## src/rtl/branch_cmp_iter_pkg.sv

```systemverilog
// Shared op-codes, FSM states and outcome helpers
// for the iterative branch comparator.
package branch_cmp_iter_pkg;

  localparam logic [2:0] CMP_EQ  = 3'd0;
  localparam logic [2:0] CMP_NE  = 3'd1;
  localparam logic [2:0] CMP_LEZ = 3'd2;
  localparam logic [2:0] CMP_GTZ = 3'd3;
  localparam logic [2:0] CMP_LTZ = 3'd4;
  localparam logic [2:0] CMP_GEZ = 3'd5;
  localparam logic [2:0] CMP_LTS = 3'd6;
  localparam logic [2:0] CMP_LTU = 3'd7;

  typedef enum logic [1:0] {
    IDLE = 2'd0,
    RUN  = 2'd1,
    DONE = 2'd2
  } state_t;

  function automatic logic is_zero_mode(
    input logic [2:0] op
  );
    return (op >= CMP_LEZ) && (op <= CMP_GEZ);
  endfunction

  function automatic logic is_signed_mode(
    input logic [2:0] op
  );
    return (op >= CMP_LEZ) && (op <= CMP_LTS);
  endfunction

  function automatic logic outcome(
    input logic [2:0] op,
    input logic       eq,
    input logic       lt
  );
    logic r;
    unique case (op)
      CMP_EQ:  r = eq;
      CMP_NE:  r = !eq;
      CMP_LEZ: r = lt | eq;
      CMP_GTZ: r = !(lt | eq);
      CMP_LTZ: r = lt;
      CMP_GEZ: r = !lt;
      default: r = lt;
    endcase
    return r;
  endfunction

endpackage

```

## src/rtl/branch_cmp_iter_cmp_chunk.sv

```systemverilog
// One CHUNK-bit slice compare; the top slice of a
// signed compare flips the sign bits to order two's complement.
module cmp_chunk #(
  parameter int CHUNK = 8
) (
  input  logic [CHUNK-1:0] a,
  input  logic [CHUNK-1:0] b,
  input  logic             signed_top,
  output logic             eq,
  output logic             lt
);

  logic [CHUNK-1:0] a_m;
  logic [CHUNK-1:0] b_m;

  always_comb begin
    a_m = a;
    b_m = b;
    if (signed_top) begin
      a_m[CHUNK-1] = ~a[CHUNK-1];
      b_m[CHUNK-1] = ~b[CHUNK-1];
    end
  end

  assign eq = (a == b);
  assign lt = (a_m < b_m);

endmodule

```

## src/rtl/branch_cmp_iter.sv

```systemverilog
// Multi-cycle MSB-first branch comparator with
// start/busy/done handshake, early exit and flush.
module branch_cmp_iter
  import branch_cmp_iter_pkg::*;
#(
  parameter int WIDTH      = 32,
  parameter int CHUNK      = 8,
  parameter int EARLY_EXIT = 1
) (
  input  logic             clk,
  input  logic             reset,
  input  logic             start,
  input  logic [2:0]       op,
  input  logic [WIDTH-1:0] in_a,
  input  logic [WIDTH-1:0] in_b,
  input  logic             flush,
  output logic             busy,
  output logic             done,
  output logic             taken
);

  localparam int NCHUNK = WIDTH / CHUNK;
  localparam int IW =
    (NCHUNK > 1) ? $clog2(NCHUNK) : 1;
  localparam logic [IW-1:0] TOP =
    IW'(NCHUNK - 1);

  if (WIDTH % CHUNK != 0) begin : g_bad_width
    $error("WIDTH must be a multiple of CHUNK");
  end

  state_t           state, state_n;
  logic [WIDTH-1:0] a_q, a_n;
  logic [WIDTH-1:0] b_q, b_n;
  logic [2:0]       op_q, op_n;
  logic [IW-1:0]    idx, idx_n;
  logic             eq_acc, eq_n;
  logic             lt_acc, lt_n;
  logic             taken_q, taken_n;

  logic [CHUNK-1:0] a_c;
  logic [CHUNK-1:0] b_c;
  logic             c_eq;
  logic             c_lt;
  logic             s_top;
  logic             eq_new;
  logic             lt_new;
  logic             last;

  assign a_c   = a_q[CHUNK*int'(idx) +: CHUNK];
  assign b_c   = b_q[CHUNK*int'(idx) +: CHUNK];
  assign s_top = (idx == TOP) &&
                 is_signed_mode(op_q);

  cmp_chunk #(.CHUNK(CHUNK)) u_chunk (
    .a          (a_c),
    .b          (b_c),
    .signed_top (s_top),
    .eq         (c_eq),
    .lt         (c_lt)
  );

  // The first differing chunk decides lt; later chunks are ignored.
  assign eq_new = eq_acc & c_eq;
  assign lt_new = (eq_acc && !c_eq) ?
                  c_lt : lt_acc;
  assign last   = (idx == '0) ||
                  ((EARLY_EXIT != 0) && !c_eq);

  always_comb begin
    state_n = state;
    a_n     = a_q;
    b_n     = b_q;
    op_n    = op_q;
    idx_n   = idx;
    eq_n    = eq_acc;
    lt_n    = lt_acc;
    taken_n = taken_q;
    unique case (state)
      IDLE: begin
        if (start && !flush) begin
          state_n = RUN;
          a_n     = in_a;
          b_n     = is_zero_mode(op) ?
                    '0 : in_b;
          op_n    = op;
          idx_n   = TOP;
          eq_n    = 1'b1;
          lt_n    = 1'b0;
          taken_n = 1'b0;
        end
      end
      RUN: begin
        if (flush) begin
          state_n = IDLE;
        end else begin
          eq_n = eq_new;
          lt_n = lt_new;
          if (last) begin
            state_n = DONE;
            taken_n = outcome(op_q, eq_new,
                              lt_new);
          end else begin
            idx_n = idx - 1'b1;
          end
        end
      end
      DONE:    state_n = IDLE;
      default: state_n = IDLE;
    endcase
  end

  always_ff @(posedge clk or posedge reset) begin
    if (reset) begin
      state   <= IDLE;
      a_q     <= '0;
      b_q     <= '0;
      op_q    <= '0;
      idx     <= '0;
      eq_acc  <= 1'b0;
      lt_acc  <= 1'b0;
      taken_q <= 1'b0;
    end else begin
      state   <= state_n;
      a_q     <= a_n;
      b_q     <= b_n;
      op_q    <= op_n;
      idx     <= idx_n;
      eq_acc  <= eq_n;
      lt_acc  <= lt_n;
      taken_q <= taken_n;
    end
  end

  assign busy  = (state == RUN);
  assign done  = (state == DONE);
  assign taken = taken_q;

endmodule
```

## config.mk

```make
export PLATFORM = sky130hd
export DESIGN_NAME = branch_cmp_iter
export DESIGN_NICKNAME = d
export VERILOG_FILES = /design/src/rtl/branch_cmp_iter_pkg.sv /design/src/rtl/branch_cmp_iter_cmp_chunk.sv /design/src/rtl/branch_cmp_iter.sv
export SDC_FILE = /design/constraint.sdc
export NUM_CORES = 1
export LEC_CHECK = 0
export ABC_CLOCK_PERIOD_IN_PS = 3400
export BUFFER_PORTS_ARGS = -buffer_cell sky130_fd_sc_hd__buf_4
export CORE_MARGIN = 4
export CORE_UTILIZATION = 25
export DETAILED_ROUTE_END_ITERATION = 16
export HOLD_SLACK_MARGIN = 0.15
export PLACE_DENSITY_LB_ADDON = 0.12
export SETUP_SLACK_MARGIN = 0.4
export SYNTH_ARGS = -nofsm -noshare
export SYNTH_HDL_FRONTEND = slang
export SYNTH_SLANG_ARGS = --single-unit
```

## constraint.sdc

```tcl
create_clock -name clk -period 3.4 [get_ports clk]
set_input_delay 0.17 -clock clk [delete_from_list [all_inputs] [get_ports clk]]
set_output_delay 0.17 -clock clk [all_outputs]
set_load 0.02 [all_outputs]
```

==> metrics.log, run 1 <==
[metrics] number of max-cap violations: 0
[metrics] Storage cell area: 1850 sq um
[metrics] post-detailed-route wirelength per cell: between 10 and 15 um
[metrics] Max Fanout on Critical Path: 14
[metrics] unrepaired setup endpoints after global routing: false
[metrics] post-synthesis cell count: approximately 350
[metrics] Antenna diodes: 0
[metrics] Tmin final: 2.70 ns
[metrics] Root Buffer: sky130_fd_sc_hd__clkbuf_16
[metrics] post-detail-place hpwl: just over 7000 um
[metrics] Total Neg Setup Slack: 0 ns
[metrics] final clock period utilization by the worst path: 79.3%
[metrics] power per standard cell area: between 500 and 600 nW/um^2
[metrics] remaining antenna violation count after routing: 0
[metrics] cell area after technology mapping: roughly 3600 sq um
[metrics] static leakage: about 0.0026 uW
[metrics] sequential cell area fraction in the yosys report: between 50% and 60%
[metrics] transition time at the pin with the least slew margin: 0.890 ns
[metrics] cell repeated most along the worst path: sky130_fd_sc_hd__o211ai_1
[metrics] worst path bufs/invs: 2
[metrics] initial cell density of the core: 25.9%
[metrics] horizontal die dimension: 129 um
[metrics] async set-or-reset flop fraction in the synthesized netlist: between 90% and 100%
[metrics] Post-synth top flop: sky130_fd_sc_hd__dfrtp_1
[metrics] library cell with the highest instance count after synthesis: sky130_fd_sc_hd__nand2_1
[metrics] iteration count of the initial detailed-routing pass: 5
[metrics] area overhead of the layout relative to synthesis: 49.0%
[metrics] number of synthesized flops with an enable pin: 0
[metrics] post-synthesis cell type count: 36
[metrics] PnR Total Power: about 3000 uW
[metrics] endpoints failing setup: 0
[metrics] maximum ir drop on the vdd rail: between 200 and 300 uV
[metrics] FMAX: 0.371 GHz
[metrics] count of H-tree levels built during CTS: 3
[metrics] delay of the slowest cell on the worst path: between 0.6 and 0.7 ns
[metrics] sort of element at the start of the critical path: flip-flop
[metrics] clk buf depth: 2
[metrics] yosys synthesis warning count: 0
[metrics] ranking of synthesized cells by area: sky130_fd_sc_hd__dfrtp_1 51%, sky130_fd_sc_hd__nand2_1 12%, sky130_fd_sc_hd__mux4_2 9.9%, sky130_fd_sc_hd__a22o_1 7.7%, sky130_fd_sc_hd__ha_1 3.1%
[metrics] share of post-route cells with drive strength above 1: between 20% and 30%
[metrics] FILL cells: between 1000 and 1500
[metrics] Initial DRC Count: 166
[metrics] worst-case reg-to-reg path depth: 10
[metrics] Die H: between 100 and 150 um
[metrics] Final Net Count: between 500 and 600
[metrics] Placeable Area: between 10000 and 15000 sq um
[metrics] Yosys top cell area share: 51.0%
[metrics] # clock sinks: 74
[metrics] source-to-sink clock delay at the later pin of the worst-skew pair: between 0.3 and 0.4 ns
[metrics] number of global-route vias before repair: 3262
[metrics] cell total after placement: 586
[metrics] overall routed net length: 10100 um
[metrics] number of antenna violations at the first check in global routing: 0
[metrics] count of standard-cell rows: 43
[metrics] total number of cells along the worst setup path: 10
[metrics] class of the tightest hold or removal check: input pin to flip-flop
[metrics] largest area contributor in the netlist: sky130_fd_sc_hd__dfrtp_1
[metrics] multi-input gate area in the final layout: roughly 1700 sq um
[metrics] series of cell instances along the critical path: buf_4 -> mux4_2 -> inv_1 -> ha_1 -> nand3_1 -> nor2_2 -> a21boi_1 -> o211ai_1 -> o211ai_1 -> mux2i_1
[metrics] top post-synthesis cells by count: 115 x sky130_fd_sc_hd__nand2_1, 74 x sky130_fd_sc_hd__dfrtp_1, 32 x sky130_fd_sc_hd__a22o_1
[metrics] run status: completed
[metrics] final count of pins violating max slew: 0
[metrics] cell count of the worst hold path: 4
[metrics] max_slew headroom: around two fifths
[metrics] data arrival at the endpoint of the critical path: roughly 3.0 ns
[metrics] final worst clock skew: around 0.0077 ns
[metrics] slowest cell on the critical path: sky130_fd_sc_hd__dfrtp_1
[metrics] Top Family by Delay on Critical Path: flip-flops
[metrics] die area: ~17000 sq um
[metrics] global-route wire length before repair: approximately 17000 um
[metrics] TritonCTS clock tree: done
[metrics] number of vias per cell after detailed routing: around 4.5
[metrics] Overall Global Routing Usage: about an eighth
[metrics] count of unresolved DRC violations after routing: 0
[metrics] worst path required time: approximately 3.7 ns
[metrics] port bufs: 73
[metrics] WS Path Type: flip-flop to flip-flop
[metrics] I/O pin count: 74
[metrics] maximum number of pins on one net before global-route repair: 42
[metrics] routability-driven placement congestion ratio: around 0.85
[metrics] number of CTS-inserted buffers: 9
[metrics] flop and latch count out of synthesis: 74
[metrics] kind of end point of the critical path: flip-flop
[metrics] Hold Slack: between 0.15 and 0.2 ns
[metrics] Reg clk slew, reported paths: approximately 0.06 ns
[metrics] Final Non-Filler Cells: about 670
[metrics] remaining global-route overflow: 0
[metrics] total number of vias: 2995
[metrics] setup bufs post-CTS: 0
[metrics] number of nets produced by synthesis: about 430
[metrics] post-synthesis average cell area: approximately 11 sq um
[metrics] final hold violation count: 0
-- kinds of logic after synthesis --
| logic type | synth area share (%) |
|---|---|
| adder cells (fa/ha/maj) | 3.10 |
| buffers and inverters | 3.55 |
| flip-flops | 51.0 |
| multiplexers | 11.8 |
| AO/OA/AOI/OAI | 12.7 |
| XOR/XNOR | 1.45 |
| AND/OR/NAND/NOR | 16.4 |
-- placed cells by master, fill, tap and decap left out, types with 5 or more instances in the layout --
cell type / count
sky130_fd_sc_hd__dfrtp_1: 74
sky130_fd_sc_hd__clkbuf_16: 9
sky130_fd_sc_hd__a22o_1: 32
sky130_fd_sc_hd__xnor2_1: 5
sky130_fd_sc_hd__buf_4: 81
sky130_fd_sc_hd__mux4_2: 16
sky130_fd_sc_hd__dlygate4sd3_1: 70
sky130_fd_sc_hd__nand2b_1: 5
sky130_fd_sc_hd__nand2_1: 115
sky130_fd_sc_hd__o21ai_0: 5
sky130_fd_sc_hd__ha_1: 9
sky130_fd_sc_hd__o21a_1: 5
sky130_fd_sc_hd__inv_1: 13
-- worst min-delay path, stage by stage --
cell and delay (ns):
sky130_fd_sc_hd__buf_4 0.10, sky130_fd_sc_hd__nor3_2 0.07, sky130_fd_sc_hd__nand2_1 0.07, sky130_fd_sc_hd__nand2_1 0.04
-- area by class of cell --
| class | count | area share, % |
|---|---|---|
| sequential | 74 | 34.2 |
| timing repair buffer | 151 | 24.2 |
| tap | 180 | 4.16 |
| clock inverter | 3 | 0.856 |
| multi-input combinational | 237 | 30.8 |
| inverter | 14 | 0.971 |
| clock buffer | 13 | 4.81 |
-- sequential cells by signal (all words and copies together), names as in the netlist --
name and count:
a_q 32, b_q 32, op_q 3, idx 2
state 2, eq_acc 1, lt_acc 1, taken 1
-- final timing paths --
| kind | to | slack (ns) | start |
|---|---|---|---|
| setup / recovery | taken$_DFFE_PP0P_ | 0.70 | idx[1]$_DFFE_PP0P_ |
| hold / removal | a_q[31]$_DFFE_PP0P_ | 0.16 | flush |
| setup reg to reg | taken$_DFFE_PP0P_ | 0.70 | idx[1]$_DFFE_PP0P_ |
| hold reg to reg | a_q[17]$_DFFE_PP0P_ | 0.47 | a_q[17]$_DFFE_PP0P_ |
| max in group asynchronous | a_q[17]$_DFFE_PP0P_ | 1.98 | reset |
| min in group asynchronous | b_q[12]$_DFFE_PP0P_ | 0.58 | reset |
-- through the flow --
step	util (%)	setup WS, ns	instance area [sq um]
finish	38.5	0.702	5410
global route	38.5	0.441	5410
floorplan	-	0.511	3630
CTS	38.5	0.449	5400
detailed placement	31.3	0.481	4400
global placement	31.3	0.522	4400
-- metal layers --
layer	routed length, um	share of wire (%)	GRT usage [%]	vias to the layer above
met1	4610	46	16.8	1454
met4	104	1.0	3.15	0
li1	-	-	-	1486
met3	331	3.3	4.23	4
met2	5010	50	21.7	51
met5	0	0	0	-
-- repair_timing --
action	in CTS	in global routing
resized for setup	0	3
endpoints found under the hold margin	106	0
setup endpoints to repair	0	3
hold buffers	70	0
-- report_power, final --
| part | internal, uW | switching [uW] |
|---|---|---|
| Sequential | 1050 | 133 |
| Combinational | 455 | 364 |
| Clock | 611 | 373 |
Power figures use the tool's default switching activity.
==> inputs of run 2 (changes only) <==
Settings changed: ABC_CLOCK_PERIOD_IN_PS 3400 to 2430.
Clock period 3.4 ns to 2.43 ns, I/O delays scaled along.
==> metrics.log, run 2 (same netlist as run 1, synthesis figures left out) <==
[metrics] TritonCTS clock tree: done
[metrics] worst-case reg-to-reg path depth: 9 (-1)
[metrics] count of H-tree levels built during CTS: 3 (unchanged)
[metrics] top library cells by usage in the layout, fill and taps aside: 114 x sky130_fd_sc_hd__nand2_1, 89 x sky130_fd_sc_hd__buf_4, 74 x sky130_fd_sc_hd__dfrtp_1, 69 x sky130_fd_sc_hd__dlygate4sd3_1, 32 x sky130_fd_sc_hd__a22o_1
[metrics] # clock sinks: 74 (unchanged)
[metrics] number of global-route vias before repair: 3472 (+6.4%)
[metrics] count of unresolved DRC violations after routing: 0 (unchanged)
[metrics] WS Path Type: flip-flop to flip-flop
[metrics] series of cell instances along the critical path: buf_12 -> mux4_2 -> ha_4 -> nand4_1 -> nor2_4 -> nand4b_1 -> a21boi_2 -> nand3_1 -> o21a_1
[metrics] post-detailed-route wirelength per cell: 14.8 um (-0.88%)
[metrics] class of the tightest hold or removal check: input pin to flip-flop
[metrics] overall routed net length: 10100 um (+0.60%)
[metrics] Final Cell Area: 5620 sq um (+3.9%)
[metrics] count of standard-cell rows: 43 (unchanged)
[metrics] run status: complete, but fails checks
[metrics] violated checks: negative setup slack
[metrics] Tmin final: 2.46 ns (-0.235 ns)
[metrics] startpoint of the lowest-slack register-to-register path: idx[0]$_DFFE_PP0P_
[metrics] horizontal die dimension: 129 um (unchanged)
[metrics] Storage cell area: 1850 sq um (unchanged)
[metrics] data arrival at the endpoint of the critical path: 2.69 ns (-0.27 ns)
[metrics] number of CTS-inserted buffers: 9 (unchanged)
[metrics] relative contribution of sequential cells to total power: 37.1% (-2.4 points)
[metrics] top flop regs: a_q x32, b_q x32, op_q x3
[metrics] setup slack on the worst flop-to-flop path: -0.03 ns (-0.74 ns)
[metrics] area overhead of the layout relative to synthesis: 54.8%
[metrics] Placeable Area: 14000 sq um (unchanged)
[metrics] number of antenna violations at the first check in global routing: 0 (unchanged)
[metrics] sort of element at the start of the critical path: flip-flop
[metrics] slowest cell on the critical path: sky130_fd_sc_hd__mux4_2
[metrics] final setup slack of the worst path: -0.0330 ns (-0.735 ns)
[metrics] final count of pins violating max slew: 0 (unchanged)
[metrics] unrepaired setup endpoints after global routing: true
[metrics] most common library cell in the layout ignoring fill and taps: sky130_fd_sc_hd__nand2_1
[metrics] logic gate share of total power: 30.1% (+2.7 points)
[metrics] die area: 16500 sq um (unchanged)
[metrics] cell count of the worst hold path: 3 (-1)
[metrics] endpoints failing setup: 2 (+2)
[metrics] Overall Global Routing Usage: 13.1% (+0.036 points)
[metrics] net switching power: 1300 uW (+50%)
[metrics] static leakage: 0.00268 uW (+2.8%)
[metrics] port bufs: 73 (unchanged)
[metrics] worst path required time: 2.66 ns (-1.00 ns)
[metrics] initial cell density of the core: 25.9% (unchanged)
[metrics] remaining antenna violation count after routing: 0 (unchanged)
[metrics] clk buf depth: 2 (unchanged)
[metrics] Initial DRC Count: 141 (-15%)
[metrics] kind of end point of the critical path: flip-flop
[metrics] multi-input gate area in the final layout: 1760 sq um (+5.7%)
[metrics] Antenna diodes: 0 (unchanged)
[metrics] transition time at the pin with the least slew margin: 0.608 ns (-0.283 ns)
[metrics] Root Buffer: sky130_fd_sc_hd__clkbuf_16
[metrics] post-detail-place hpwl: 7260 um (+2.7%)
[metrics] Reg2Reg Capture Point: idx[0]$_DFFE_PP0P_
[metrics] power per standard cell area: 791 nW/um^2 (+43%)
[metrics] FILL cells: 1357 (-3.0%)
[metrics] Die H: 129 um (unchanged)
[metrics] share of total power consumed by net switching: 29.3% (+0.13 points)
[metrics] number of vias per cell after detailed routing: 4.50 (+1.0%)
[metrics] total number of vias: 3070 (+2.5%)
[metrics] final hold violation count: 0 (unchanged)
[metrics] final worst clock skew: 0.00611 ns (-0.00159 ns)
[metrics] source-to-sink clock delay at the later pin of the worst-skew pair: 0.34 ns (about the same)
[metrics] I/O pin count: 74 (unchanged)
[metrics] Final Net Count: 577 (+1.8%)
[metrics] hold_sp: start
[metrics] Reg clk slew, reported paths: 0.06 ns (about the same)
[metrics] number of max-cap violations: 0 (unchanged)
[metrics] remaining global-route overflow: 0 (unchanged)
[metrics] internal power component: 3140 uW (+49%)
[metrics] routability-driven placement congestion ratio: 0.799 (-5.5%)
[metrics] global-route wire length before repair: 17100 um (+1.4%)
[metrics] clock network fraction of design power: 32.8% (-0.2 points)
[metrics] share of post-route cells with drive strength above 1: 28.7% (+4.3 points)
[metrics] delay of the slowest cell on the worst path: 0.55 ns (-0.06 ns)
[metrics] area after detailed placement: 4520 sq um (+2.8%)
[metrics] FMAX: 0.406 GHz (+9.5%)
[metrics] WHS Endpoint: state[0]$_DFFE_PP0P_
[metrics] max_slew headroom: 59.5% (+19 points)
[metrics] Max Fanout on Critical Path: 8 (-6)
[metrics] final clock period utilization by the worst path: 101% (+22 points)
[metrics] maximum number of pins on one net before global-route repair: 46 (+9.5%)
[metrics] maximum ir drop on the vdd rail: 433 uV (+62%)
[metrics] PnR Total Power: 4440 uW (+49%)
[metrics] iteration count of the initial detailed-routing pass: 4 (-1)
==> run 2: timing repair <==
| action | in CTS | in global routing |
|---|---|---|
| setup buffers | 2 | 0 |
| pin swaps | 6 | 1 |
| resized for setup | 13 | 1 |
| endpoints found under the hold margin | 142 | 0 |
| setup endpoints to repair | 7 | 7 |
| hold buffers | 69 | 0 |
==> run 2: power groups by stage <==
| stage | clock (uW) | sequential, uW | combinational (uW) |
|---|---|---|---|
| detailed placement | 0 | 1670 | 1160 |
| CTS | 1500 | 1650 | 1350 |
| global route | 1550 | 1680 | 1510 |
| floorplan | 0 | 1590 | 863 |
| global placement | 0 | 1680 | 1140 |
| finish | 1460 | 1650 | 1340 |
==> run 2: worst max path at each step <==
stage                  startpoint            endpoint  slack, ns  cells past startpoint
2_1_floorplan  idx[0]$_DFFE_PP0P_   taken$_DFFE_PP0P_      -0.08                     10
3_3_place_gp   idx[0]$_DFFE_PP0P_   taken$_DFFE_PP0P_       0.02                      9
3_5_place_dp   idx[1]$_DFFE_PP0P_  idx[0]$_DFFE_PP0P_      -0.02                      9
4_1_cts        idx[0]$_DFFE_PP0P_  idx[0]$_DFFE_PP0P_      -0.03                      9
5_1_grt        idx[0]$_DFFE_PP0P_  idx[0]$_DFFE_PP0P_      -0.20                      9
6_report       idx[0]$_DFFE_PP0P_  idx[0]$_DFFE_PP0P_      -0.03                      9
==> run 2: critical path, delay by kind of cell, from the launching register on <==
family                   cells  cell delay (ns)
AND/OR/NAND/NOR              4             0.59
flip-flops                   1             0.41
AO/OA/AOI/OAI                2             0.37
adder cells (fa/ha/maj)      1             0.28
multiplexers                 1             0.55
buffers and inverters        1             0.16
==> run 2: per-stage QoR <==
stage	cells	hold WS, ns	setup WS [ns]	setup TNS (ns)	util [%]
after floorplan	345	0.227	-0.0755	-0.0873	-
after global placement	595	0.238	0.0225	0	32.2
after detailed placement	595	0.242	-0.0191	-0.0191	32.2
after CTS	682	0.206	-0.0275	-0.0275	39.9
after global routing	682	0.256	-0.197	-0.481	40.0
final	682	0.221	-0.0330	-0.0573	40.0
==> run 2: area by class of cell <==
cell class              count  area share (%)
multi-input cells         237            31.3
flip-flops and latches     74            33.0
inverters                  14           0.935
well taps                 180            4.01
clock inverters             6            1.58
repair buffers            161            24.9
clock buffers              10            4.25
==> run 2: metal layers <==
metal / vias to the layer above / wire length [um] / global-route usage (%)
met2: 60 / 5120 / 23.3
li1: 1510 / - / -
met1: 1484 / 4330 / 15.5
met4: 0 / 240 / 4.57
met3: 16 / 425 / 3.20
met5: - / 0 / 0
==> inputs of run 3 (changes only) <==
Settings changed: CAP_MARGIN from default to 20, SETUP_SLACK_MARGIN 0.4 to 0.15.
==> metrics.log, run 3 (same netlist as run 1, synthesis figures left out) <==
[metrics] run status: complete, but fails checks
[metrics] violated checks: negative setup slack
[metrics] number of max-cap violations: 0 (unchanged)
[metrics] Tmin final: 2.45 ns (-0.0170 ns)
[metrics] worst path required time: 2.69 ns (+0.03 ns)
[metrics] FMAX: 0.409 GHz (+0.70%)
[metrics] number of CTS-inserted buffers: 9 (unchanged)
[metrics] kind of end point of the critical path: flip-flop
[metrics] count of unresolved DRC violations after routing: 0 (unchanged)
[metrics] delay of the slowest cell on the worst path: 0.54 ns (about the same)
[metrics] WS Path Type: flip-flop to flip-flop
[metrics] power per standard cell area: 782 nW/um^2 (-1.1%)
[metrics] area after detailed placement: 4530 sq um (+0.22%)
[metrics] routability-driven placement congestion ratio: 0.796 (-0.41%)
[metrics] maximum ir drop on the vdd rail: 409 uV (-5.4%)
[metrics] cell total after placement: 593 (-0.34%)
[metrics] most congested layer reported by global routing: met2
[metrics] top flop regs: a_q x32, b_q x32, op_q x3
[metrics] total number of vias: 3035 (-1.1%)
[metrics] data arrival at the endpoint of the critical path: 2.70 ns (about the same)
[metrics] area overhead of the layout relative to synthesis: 56.2%
[metrics] PnR Total Power: 4440 uW (-0.15%)
[metrics] # clock sinks: 74 (unchanged)
[metrics] Top Family by Delay on Critical Path: multiplexers
[metrics] Reg2Reg Capture Point: taken$_DFFE_PP0P_
[metrics] Layout Utilization: 40.4% (+0.37 points)
[metrics] top library cells by usage in the layout, fill and taps aside: 115 x sky130_fd_sc_hd__nand2_1, 87 x sky130_fd_sc_hd__buf_4, 73 x sky130_fd_sc_hd__dfrtp_1, 73 x sky130_fd_sc_hd__dlygate4sd3_1, 32 x sky130_fd_sc_hd__a22o_1
[metrics] class of the tightest hold or removal check: input pin to flip-flop
[metrics] post-detailed-route wirelength per cell: 14.6 um (-1.6%)
[metrics] source-to-sink clock delay at the later pin of the worst-skew pair: 0.33 ns (about the same)
[metrics] met1 Usage GRT: 16.5% (+0.97 points)
[metrics] Die H: 129 um (unchanged)
[metrics] I/O pin count: 74 (unchanged)
[metrics] transition time at the pin with the least slew margin: 0.686 ns (+0.0789 ns)
[metrics] horizontal die dimension: 129 um (unchanged)
[metrics] worst-case reg-to-reg path depth: 9 (unchanged)
[metrics] startpoint of the lowest-slack register-to-register path: idx[0]$_DFFE_PP0P_
[metrics] unrepaired setup endpoints after global routing: true
[metrics] fraction of met2 tracks used by global routing: 23.0% (-0.34 points)
[metrics] Final Cell Area: 5670 sq um (+0.91%)
[metrics] share of post-route cells with drive strength above 1: 28.3% (-0.37 points)
[metrics] WHS Endpoint: state[0]$_DFFE_PP0P_
[metrics] most common library cell in the layout ignoring fill and taps: sky130_fd_sc_hd__nand2_1
[metrics] clk buf depth: 2 (unchanged)
[metrics] final count of pins violating max slew: 0 (unchanged)
[metrics] port bufs: 73 (unchanged)
[metrics] count of H-tree levels built during CTS: 3 (unchanged)
[metrics] cell count of the worst hold path: 4 (+1)
[metrics] Root Buffer: sky130_fd_sc_hd__clkbuf_16
[metrics] multi-input gate area in the final layout: 1770 sq um (+0.71%)
[metrics] Storage cell area: 1850 sq um (about the same)
[metrics] count of standard-cell rows: 43 (unchanged)
[metrics] max_slew headroom: 54.2% (-5.3 points)
[metrics] number of antenna violations at the first check in global routing: 0 (unchanged)
[metrics] endpoints failing setup: 1 (-1)
[metrics] overall routed net length: 10000 um (-1.2%)
[metrics] die area: 16500 sq um (unchanged)
[metrics] final setup slack of the worst path: -0.0160 ns (+0.0170 ns)
[metrics] Final Non-Filler Cells: 685 (+0.44%)
[metrics] slowest cell on the critical path: sky130_fd_sc_hd__mux4_2
[metrics] initial cell density of the core: 25.9% (unchanged)
[metrics] Max Fanout on Critical Path: 8 (unchanged)
[metrics] final hold violation count: 0 (unchanged)
[metrics] number of vias per cell after detailed routing: 4.43 (-1.6%)
[metrics] iteration count of the initial detailed-routing pass: 4 (unchanged)
[metrics] Final Net Count: 580 (+0.52%)
[metrics] remaining global-route overflow: 0 (unchanged)
[metrics] maximum number of pins on one net before global-route repair: 44 (-4.3%)
[metrics] final clock period utilization by the worst path: 101% (-0.70 points)
[metrics] FILL cells: 1376 (+1.4%)
[metrics] hold_sp: start
[metrics] Antenna diodes: 0 (unchanged)
[metrics] static leakage: 0.00269 uW (+0.52%)
[metrics] number of global-route vias before repair: 3406 (-1.9%)
[metrics] TritonCTS clock tree: done
[metrics] Overall Global Routing Usage: 13.2% (+0.063 points)
[metrics] met3 GRT Util: 2.82% (-0.37 points)
[metrics] setup slack on the worst flop-to-flop path: -0.02 ns (+0.02 ns)
[metrics] final worst clock skew: 0.00536 ns (-0.000752 ns)
[metrics] sort of element at the start of the critical path: flip-flop
[metrics] Initial DRC Count: 141 (unchanged)
[metrics] Reg clk slew, reported paths: 0.06 ns (about the same)
[metrics] series of cell instances along the critical path: buf_12 -> mux4_2 -> ha_4 -> nand4_1 -> nor2_4 -> a31oi_1 -> or3_1 -> o2bb2ai_1 -> mux2i_1
[metrics] post-detail-place hpwl: 7150 um (-1.4%)
[metrics] remaining antenna violation count after routing: 0 (unchanged)
[metrics] worst path bufs/invs: 1 (unchanged)
[metrics] Placeable Area: 14000 sq um (unchanged)
[metrics] global-route wire length before repair: 17100 um (+0.28%)
[run 3: cell count changes in the layout (fill, tap and decap cells not counted), sizes merged]
cell	previous run	this run
buf	92	91
clkbuf	10	11
clkinv	1	3
inv	15	14
clkinvlp	2	0
dlygate4sd3	69	73
[run 3: through the flow]
stage                     hold slack, ns  setup slack, ns  setup TNS, ns
after floorplan                    0.227          -0.0758        -0.0879
after global placement             0.281          -0.0966         -0.154
after detailed placement           0.284           -0.116         -0.279
after CTS                          0.319          -0.0194        -0.0262
after global routing               0.356           -0.128         -0.371
final                              0.350          -0.0160        -0.0160
[run 3: timing repair]
item	CTS	global route
gates cloned	0	0
hold endpoints to repair	99	0
buffers inserted	3	0
hold buffers	73	0
pin swaps	6	3
gates resized for setup	8	7
endpoints found under the setup margin	5	5
[run 3: metal layers]
layer | share of wire, % | routed length [um] | up-vias
met5 | 0 | 0 | -
met4 | 1.4 | 142 | 0
met3 | 3.0 | 302 | 10
met2 | 51 | 5110 | 52
met1 | 44 | 4440 | 1458
li1 | - | - | 1515
[run 3: power by group]
group	total (uW)	internal (uW)	switching, uW
sequential	1640	1460	179
combinational	1380	788	597
clock	1410	898	511
[run 3: worst max path at each step]
stage                     cells past startpoint                from            endpoint
after floorplan                              10  idx[0]$_DFFE_PP0P_   taken$_DFFE_PP0P_
after global placement                        8  idx[1]$_DFFE_PP0P_   taken$_DFFE_PP0P_
after detailed placement                      8  idx[1]$_DFFE_PP0P_   taken$_DFFE_PP0P_
after CTS                                     9  idx[0]$_DFFE_PP0P_   taken$_DFFE_PP0P_
after global routing                          9  idx[0]$_DFFE_PP0P_  idx[1]$_DFFE_PP0P_
final                                         9  idx[0]$_DFFE_PP0P_   taken$_DFFE_PP0P_
[run 3: final cells by class]
class / instances / share of cell area [%]
multi-input cells: 237 / 31.3
inverters: 14 / 0.927
well taps: 180 / 3.97
flip-flops and latches: 74 / 32.7
clock inverters: 5 / 1.39
repair buffers: 164 / 25.7
clock buffers: 11 / 4.10
[run 3: worst reg2reg max path: cells and delay by family, from the launching register on]
| kind | cells | cell delay [ns] |
|---|---|---|
| compound gates | 2 | 0.23 |
| fa+ha+maj | 1 | 0.28 |
| buf+inv | 1 | 0.16 |
| flops | 1 | 0.41 |
| mux | 2 | 0.67 |
| simple gates | 3 | 0.63 |
